$ cat src/rtl/layer_ctrl_fsm.sv
// Host-command controller for the accelerator core: edge-qualified command decode,
// single-op launch with start/DMA pulses, watchdog, completion interrupt and layer chaining.
module layer_ctrl_fsm #(
    parameter int                 NUM_OPS    = 4,
    parameter int                 CTRL_W     = 4,
    parameter logic [NUM_OPS-1:0] RD_MASK    = 4'b1111,
    parameter logic [NUM_OPS-1:0] WR_MASK    = 4'b1110,
    parameter logic [NUM_OPS-1:0] CHAIN_MASK = 4'b1110,
    parameter int                 TO_W       = 20
) (
    input  logic               clk,
    input  logic               rst,
    input  logic [CTRL_W-1:0]  control,
    input  logic [NUM_OPS-1:0] complete,
    input  logic [TO_W-1:0]    timeout_cycles,
    output logic [1:0]         state,
    output logic [NUM_OPS-1:0] active_op,
    output logic [NUM_OPS-1:0] start,
    output logic               dma_rd_valid,
    output logic               dma_wr_valid,
    output logic               irq,
    output logic               err,
    output logic               busy,
    output logic               next_layer,
    output logic [15:0]        layer_count
);

    typedef enum logic [1:0] {
        S_IDLE = 2'd0,
        S_RUN  = 2'd1,
        S_DONE = 2'd2,
        S_ERR  = 2'd3
    } state_t;

    localparam logic [CTRL_W-1:0] CODE_ACK   = {CTRL_W{1'b1}};
    localparam logic [CTRL_W-1:0] CODE_ABORT = {{(CTRL_W-1){1'b1}}, 1'b0};

    state_t             state_q, state_d;
    logic [CTRL_W-1:0]  control_q;
    logic [NUM_OPS-1:0] active_op_q, active_op_d;
    logic [NUM_OPS-1:0] start_q, start_d;
    logic               dma_rd_q, dma_rd_d;
    logic               dma_wr_q, dma_wr_d;
    logic               next_layer_q, next_layer_d;
    logic [15:0]        layer_count_q, layer_count_d;
    logic [TO_W-1:0]    watchdog_q, watchdog_d;

    logic [NUM_OPS-1:0] code_onehot;
    logic               new_cmd;
    logic               start_cmd;
    logic               ack_cmd;
    logic               abort_cmd;
    logic               op_done;
    logic               timed_out;

    // Start code k+1 maps to one-hot op k; codes outside 1..NUM_OPS give all zeros.
    always_comb begin
        code_onehot = '0;
        for (int k = 0; k < NUM_OPS; k++) begin
            code_onehot[k] = (control == CTRL_W'(k + 1));
        end
    end

    assign new_cmd   = (control != control_q);
    assign start_cmd = new_cmd && (|code_onehot);
    assign ack_cmd   = new_cmd && (control == CODE_ACK);
    assign abort_cmd = new_cmd && (control == CODE_ABORT);
    assign op_done   = |(complete & active_op_q);
    assign timed_out = (timeout_cycles != '0) && (watchdog_q == timeout_cycles - TO_W'(1));

    always_comb begin
        state_d       = state_q;
        active_op_d   = active_op_q;
        start_d       = '0;
        dma_rd_d      = 1'b0;
        dma_wr_d      = 1'b0;
        next_layer_d  = 1'b0;
        layer_count_d = layer_count_q;
        watchdog_d    = watchdog_q;

        unique case (state_q)
            S_IDLE: begin
                if (start_cmd) begin
                    state_d     = S_RUN;
                    active_op_d = code_onehot;
                    start_d     = code_onehot;
                    dma_rd_d    = |(code_onehot & RD_MASK);
                    dma_wr_d    = |(code_onehot & WR_MASK);
                    watchdog_d  = '0;
                end
            end
            // Completion outranks abort, which outranks the watchdog.
            S_RUN: begin
                if (op_done) begin
                    state_d = S_DONE;
                end else if (abort_cmd) begin
                    state_d     = S_IDLE;
                    active_op_d = '0;
                end else if (timed_out) begin
                    state_d = S_ERR;
                end else begin
                    watchdog_d = watchdog_q + TO_W'(1);
                end
            end
            S_DONE: begin
                if (ack_cmd) begin
                    state_d     = S_IDLE;
                    active_op_d = '0;
                    if (|(active_op_q & CHAIN_MASK)) begin
                        next_layer_d  = 1'b1;
                        layer_count_d = layer_count_q + 16'd1;
                    end
                end
            end
            S_ERR: begin
                if (ack_cmd) begin
                    state_d     = S_IDLE;
                    active_op_d = '0;
                end
            end
            default: begin
                state_d     = S_IDLE;
                active_op_d = '0;
            end
        endcase
    end

    always_ff @(posedge clk) begin
        if (rst) begin
            state_q       <= S_IDLE;
            control_q     <= '0;
            active_op_q   <= '0;
            start_q       <= '0;
            dma_rd_q      <= 1'b0;
            dma_wr_q      <= 1'b0;
            next_layer_q  <= 1'b0;
            layer_count_q <= '0;
            watchdog_q    <= '0;
        end else begin
            state_q       <= state_d;
            control_q     <= control;
            active_op_q   <= active_op_d;
            start_q       <= start_d;
            dma_rd_q      <= dma_rd_d;
            dma_wr_q      <= dma_wr_d;
            next_layer_q  <= next_layer_d;
            layer_count_q <= layer_count_d;
            watchdog_q    <= watchdog_d;
        end
    end

    assign state        = state_q;
    assign active_op    = active_op_q;
    assign start        = start_q;
    assign dma_rd_valid = dma_rd_q;
    assign dma_wr_valid = dma_wr_q;
    assign next_layer   = next_layer_q;
    assign layer_count  = layer_count_q;
    assign busy         = (state_q != S_IDLE);
    assign irq          = (state_q == S_DONE) || (state_q == S_ERR);
    assign err          = (state_q == S_ERR);

endmodule

$ cat config.mk
export PLATFORM = sky130hd
export DESIGN_NAME = layer_ctrl_fsm
export DESIGN_NICKNAME = d
export VERILOG_FILES = /design/src/rtl/layer_ctrl_fsm.sv
export SDC_FILE = /design/constraint.sdc
export NUM_CORES = 1
export LEC_CHECK = 0
export CORE_ASPECT_RATIO = 0.5
export CORE_UTILIZATION = 44
export CTS_CLUSTER_SIZE = 24
export DETAILED_ROUTE_END_ITERATION = 8
export PLACE_DENSITY_LB_ADDON = 0.12
export SETUP_SLACK_MARGIN = 0.05
export SYNTH_ARGS = -nofsm -noshare
export SYNTH_HDL_FRONTEND = slang
export SYNTH_SLANG_ARGS = --single-unit
$ cat constraint.sdc
create_clock -name clk -period 8.22 [get_ports clk]
set_input_delay 2.055 -clock clk [delete_from_list [all_inputs] [get_ports clk]]
set_output_delay 2.055 -clock clk [all_outputs]
set_load 0.02 [all_outputs]
==> reports/metrics.cfg, run 1 <==
[logic_synthesis]
synthesis.nets = 419
yosys_warnings = 0
synth_edf_count = 0
syn_area_sq_um = 3170
synthDistinctLibCells = 59
synth_seq_cells = 53
synth-async-reset-ratio = 0
syn_area_per_cell_sq_um = 8.20
synth-main-ff-cell = dfxtp_1
yosysSeqAreaShare = 0.335
syn-instance-count = 386

[critical_path]
critPathKind = input pin to register
max_stage_delay_ps = 600
ff2ff_path_depth = 8
critical_path_depth = 9
critPathBufInv = 1
cp-start-kind = input pin
cpMaxStageDelayCell = or4_4
path_cells = clkdlybuf4s50_1, or4_4, or4_4, a211o_1, a211o_1, nor4_4, a21oi_2, a31o_2, a21oi_1
end_kind = register
cp.required_ps = 8440
cp_top_family = simple AND/OR/NAND/NOR gates
reg2reg_to = watchdog_q[15]
arrival_ps = 5380
worstPathMaxFanout = 11
worstReg2RegStart = watchdog_q[15]
reg2reg_slack_ps = 5500

[hold_path]
hold_class = register to register
holdPathStages = 2
min_from = layer_count[5]
holdPathEnd = layer_count[5]

[power]
p_switching_w = 0.000137
p_seq_frac = 0.435
p_int_w = 0.000470
leakagePower_nw = 1.42
pwr-share-clk = 0.437
powerDensity_nw_per_um2 = 151
ir_drop_uv = 93.8
switching_share = 0.225
power_frac_comb = 0.128

[floorplan]
dieArea_sq_um = 7560
initial_core_util = 0.465
rows = 21
io_pins = 62
core_area_sq_um = 6810
die_h_microns = 62.0
fp.dieW_microns = 122

[clock_tree]
cts_buffers = 5
clockBufferDepth = 2
postCtsHoldBufs = 0
clock_latency_ps = 290
clkTransAtPathRegs_ps = 70
tritoncts = yes
cts-root-buf = clkbuf_16
cts-htree-levels = 2
cts_resized = 0
post_cts_buffers = 0
clkSinkCount = 53

[timing]
fin_crit_ps = 5160
tightest_slew_ps = 830
finalSetupTns_ps = 0
setup-violations-final = 0
relSlewSlack = 0.443
finalWorstSetupSlack_ps = 3060
period_share = 0.628
rsz0062_at_grt = no
maxSlewViolCount = 0
hold_viol_final = 0
skew_ps = 6.64
fmax_mhz = 194

[global_routing]
antenna_found_initial = 0
track_usage = 0.209
grt_max_degree = 34
grt_pass1_vias = 2645
grt_pass1_wl_mm = 12.3
grt-ovfl-total = 0

[cells_and_area]
syn2layout_area_growth_pct = 26.7
diodes = 0
multi_input_area_sq_um = 1990
fin_util = 0.589
seqCellArea_sq_um = 1060
nNetsFinal = 473
drive_above_1_share = 0.0771
fillCellCount = 615

[route]
postRouteAntennaNets = 0
dr.pass1.iters = 4
dr_total_vias = 2970
post_drt_wl_per_cell_microns = 14.4
avgViaCountPerCell = 5.57
drt_iter0_drc = 147
drc = 0
wl_mm = 7.67

[status]
status = finished, final reports clean

[placement]
gp_congestion = 0.874
pre_cts_ws_ps = 2760
io_buffers = 61
hpwl_mm = 5.77

[run]
drv_cap = 0

[sequential cells by signal (all words and copies together), names as in the netlist]
register      count
control_q         4
next_layer        1
watchdog_q       20
dma_wr_valid      1
start             4
layer_count      16
state             2
active_op         4
dma_rd_valid      1
[worst reg2reg max path, stage by stage (launching register included)]
cell and delay (ps):
dfxtp_1 410, xnor2_1 140, or3_2 420, a211o_1 300, a211o_1 330, nor4_4 430, a21oi_2 240, a31o_2 250
a21oi_1 120
[synth_stat cells, drive strengths merged, types with 3 or more instances]
cell type	n	share of area
dfxtp	53	0.34
nor2	50	0.059
nand2	31	0.037
xnor2	25	0.069
xor2	21	0.058
a21oi	18	0.031
nand3	16	0.025
nor3	12	0.019
and3	11	0.022
clkbuf	11	0.013
nand4	11	0.022
nor2b	9	0.018
o21ai	9	0.014
or4	9	0.024
inv	8	0.0095
mux2i	7	0.022
or3	7	0.015
nand2b	6	0.012
nor4	6	0.017
a31o	5	0.014
a21o	4	0.0099
a22oi	4	0.0095
a41oi	4	0.011
and4	4	0.011
a211oi	3	0.0071
a311oi	3	0.0083
and2	3	0.0059
buf	3	0.0087
ha	3	0.012
o311ai	3	0.0083
[how the worst max path moves through the flow]
stage / start / endpoint / slack [ps]
floorplan: timeout_cycles[5] / watchdog_q[7] / 3520
global placement: timeout_cycles[4] / watchdog_q[15] / 2850
detailed placement: timeout_cycles[5] / watchdog_q[15] / 2760
CTS: timeout_cycles[5] / watchdog_q[15] / 3060
global route: timeout_cycles[0] / watchdog_q[10] / 2880
finish: timeout_cycles[5] / watchdog_q[15] / 3060
[cell families (layout without fill, tap and decap cells)]
logic type / count (synthesis) / in the layout / share of synthesized area
compound gates: 64 / 64 / 0.143
simple gates: 189 / 189 / 0.325
fa+ha+maj: 3 / 3 / 0.0119
flops: 53 / 53 / 0.335
xor+xnor: 46 / 46 / 0.127
mux: 7 / 7 / 0.0221
buf+inv: 24 / 79 / 0.0356
[cell usage in the layout (no fill, tap or decap), drive strengths merged, types with 3 or more instances in the layout]
cell | synthesis | routed
a211oi | 3 | 3
a21o | 4 | 4
a21oi | 18 | 18
a22oi | 4 | 4
a311oi | 3 | 3
a31o | 5 | 5
a41oi | 4 | 4
and2 | 3 | 3
and3 | 11 | 11
and4 | 4 | 4
clkbuf | 11 | 5
clkdlybuf4s50 | 0 | 61
dfxtp | 53 | 53
ha | 3 | 3
inv | 8 | 8
mux2i | 7 | 7
nand2 | 31 | 31
nand2b | 6 | 6
nand3 | 16 | 16
nand4 | 11 | 11
nor2 | 50 | 50
nor2b | 9 | 9
nor3 | 12 | 12
nor4 | 6 | 6
o21ai | 9 | 9
o311ai | 3 | 3
or3 | 7 | 7
or4 | 9 | 9
xnor2 | 25 | 25
xor2 | 21 | 21
[metrics by stage]
step,hold WS [ps],area (sq um),total power [W],instances
after global routing,539,4010,0.000633,533
after global placement,485,3820,0.000346,525
after detailed placement,496,3820,0.000347,525
final,509,4010,0.000607,533
after CTS,510,4010,0.000613,533
after floorplan,464,3170,0.000315,386
[power by group through the flow]
stage | clock [W] | combinational (W) | sequential [W]
3_5_place_dp | 0 | 0.0000773 | 0.000269
4_1_cts | 0.000272 | 0.0000777 | 0.000264
6_report | 0.000265 | 0.0000777 | 0.000264
3_3_place_gp | 0 | 0.0000762 | 0.000269
5_1_grt | 0.000283 | 0.0000855 | 0.000264
2_1_floorplan | 0 | 0.0000445 | 0.000270
[layer usage]
metal  track usage  vias up  part of all wire
met5             0        -                 0
met2         0.350       70              0.45
met4        0.0564        0            0.0026
met1         0.266     1402              0.47
met3        0.0639        2             0.071
li1              -     1496                 -
[layout make-up]
type	instances	area share
sequential	53	0.265
timing repair buffer	62	0.154
clock buffer	5	0.0312
multi-input combinational	309	0.497
inverter	9	0.00842
clock inverter	3	0.0162
tap	92	0.0287
(Power assumes the default switching activity.)
==> inputs of run 2 (changes only) <==
Clock period 8.22 ns to 5 ns, I/O delays scaled along.
==> run 2 against run 1 <==
Sequential cell count did not move. Global-route usage rose by 0.78 points. Power rose by 52%. Via count rose by 1.0%. Critical path type unchanged. Largest cell class unchanged.
==> reports/metrics.cfg, run 2 (synthesized netlist as in run 1, its figures left out) <==
[critical_path]
cpMaxStageDelayCell = or4_4
max_stage_delay_ps = 600  ; about the same
cp.required_ps = 5220  ; -3220 ps
end_kind = register
critPathBufInv = 1  ; unchanged
critPathKind = input pin to register
arrival_ps = 4630  ; -750 ps
cp-start-kind = input pin
worstPathMaxFanout = 11  ; unchanged
cp_top_family = simple AND/OR/NAND/NOR gates
path_cells = clkdlybuf4s50_1, or4_4, or4_4, a211o_1, a211o_1, nor4_4, a21oi_2, a31o_2, a21oi_1

[cells_and_area]
nNetsFinal = 475  ; +0.42%
syn2layout_area_growth_pct = 25.9
multi_input_area_sq_um = 1990  ; unchanged
seqCellArea_sq_um = 1060  ; unchanged
regMostFlops = watchdog_q
largest_register_ffs = 20  ; unchanged
drive_above_1_share = 0.0813  ; +0.00417
layout_common_cells = 61 x clkdlybuf4s50_1, 53 x dfxtp_1, 50 x nor2_1
fillCellCount = 615  ; unchanged
final_common_cell = clkdlybuf4s50_1
diodes = 0  ; unchanged

[timing]
tightest_slew_ps = 773  ; -56.7 ps
maxSlewViolCount = 0  ; unchanged
skew_ps = 5.14  ; -1.50 ps
whs_ps = 507  ; -2.34 ps
finalSetupTns_ps = 0  ; unchanged
fmax_mhz = 227
period_share = 0.883
hold_viol_final = 0  ; unchanged
relSlewSlack = 0.481  ; +0.0381
setup-violations-final = 0  ; unchanged
fin_crit_ps = 4410
rsz0062_at_grt = no

[floorplan]
fp.dieW_microns = 122  ; unchanged
rows = 21  ; unchanged
io_pins = 62  ; unchanged
core_area_sq_um = 6810  ; unchanged
initial_core_util = 0.465  ; unchanged
die_h_microns = 62.0  ; unchanged
dieArea_sq_um = 7560  ; unchanged

[power]
ir_drop_uv = 149  ; +59%
leakagePower_nw = 1.40  ; -0.92%
powerDensity_nw_per_um2 = 231  ; +53%

[route]
drt_iter0_drc = 180  ; +22%
wl_mm = 7.91  ; +3.0%
dr_total_vias = 3000  ; +1.0%
postRouteAntennaNets = 0  ; unchanged
post_drt_wl_per_cell_microns = 14.8  ; +2.6%
avgViaCountPerCell = 5.61  ; +0.63%
drc = 0  ; unchanged
dr.pass1.iters = 4  ; unchanged

[status]
status = finished, final reports clean

[clock_tree]
clkTransAtPathRegs_ps = 70  ; about the same
cts_resized = 0  ; unchanged
tritoncts = yes
postCtsHoldBufs = 0  ; unchanged
cts-htree-levels = 2  ; unchanged
post_cts_buffers = 0  ; unchanged
cts_buffers = 5  ; unchanged
clockBufferDepth = 2  ; unchanged
clock_latency_ps = 290  ; about the same
clkSinkCount = 53  ; unchanged
cts-root-buf = clkbuf_16

[placement]
gp_congestion = 0.881  ; +0.82%
io_buffers = 61  ; unchanged
hpwl_mm = 5.88  ; +1.9%

[global_routing]
grt_pass1_vias = 2812  ; +6.3%
grt_max_degree = 34  ; unchanged
track_usage = 0.217  ; +0.00777
antenna_found_initial = 0  ; unchanged
grt-ovfl-total = 0  ; unchanged
grt_pass1_wl_mm = 12.9  ; +5.0%

[hold_path]
hold_class = register to register

[run]
drv_cap = 0  ; unchanged

[run 2: per-layer routing]
layer	part of all wire	GRT usage	up-vias
met4	0.0058	0.0459	0
met5	0	0	-
met3	0.059	0.0584	6
met1	0.48	0.277	1420
met2	0.46	0.374	75
li1	-	-	1499
[run 2: report_power, final]
part	internal, W	switching, W	total [W]
Combinational	0.0000608	0.0000711	0.000132
Sequential	0.000427	0.00000577	0.000433
Clock	0.000189	0.000167	0.000356
Total	0.000677	0.000244	0.000921
[run 2: path summary, 6_finish.rpt]
kind | start | endpoint | slack [ps] | cells after the start
setup reg to reg | watchdog_q[15] | watchdog_q[15] | 2200 | 8
setup / recovery | timeout_cycles[5] | watchdog_q[15] | 590 | 9
hold reg to reg | layer_count[5] | layer_count[5] | 510 | 2
hold / removal | layer_count[5] | layer_count[5] | 510 | 2
[run 2: cell type report]
cell class                 instances  area share
multi-input combinational        309       0.500
sequential                        53       0.266
timing repair buffer              64       0.159
clock buffer                       5      0.0314
tap                               92      0.0289
inverter                           9     0.00848
clock inverter                     3     0.00628
[run 2: per-stage QoR]
stage / instances / setup WS, ps / area (sq um) / power (W) / utilization
finish: 535 / 587 / 3990 / 0.000921 / 0.586
global route: 535 / 478 / 3990 / 0.000960 / 0.586
CTS: 535 / 608 / 3990 / 0.000925 / 0.586
detailed placement: 527 / 320 / 3830 / 0.000574 / 0.564
global placement: 527 / 429 / 3830 / 0.000571 / 0.564
floorplan: 386 / 1110 / 3170 / 0.000518 / -
[run 2: worst register-to-register path: cells and delay by family, from the launching register on]
kind	cells	cell delay [ps]
AO/OA/AOI/OAI	5	1260
AND/OR/NAND/NOR	2	900
flip-flops	1	420
XOR/XNOR	1	140
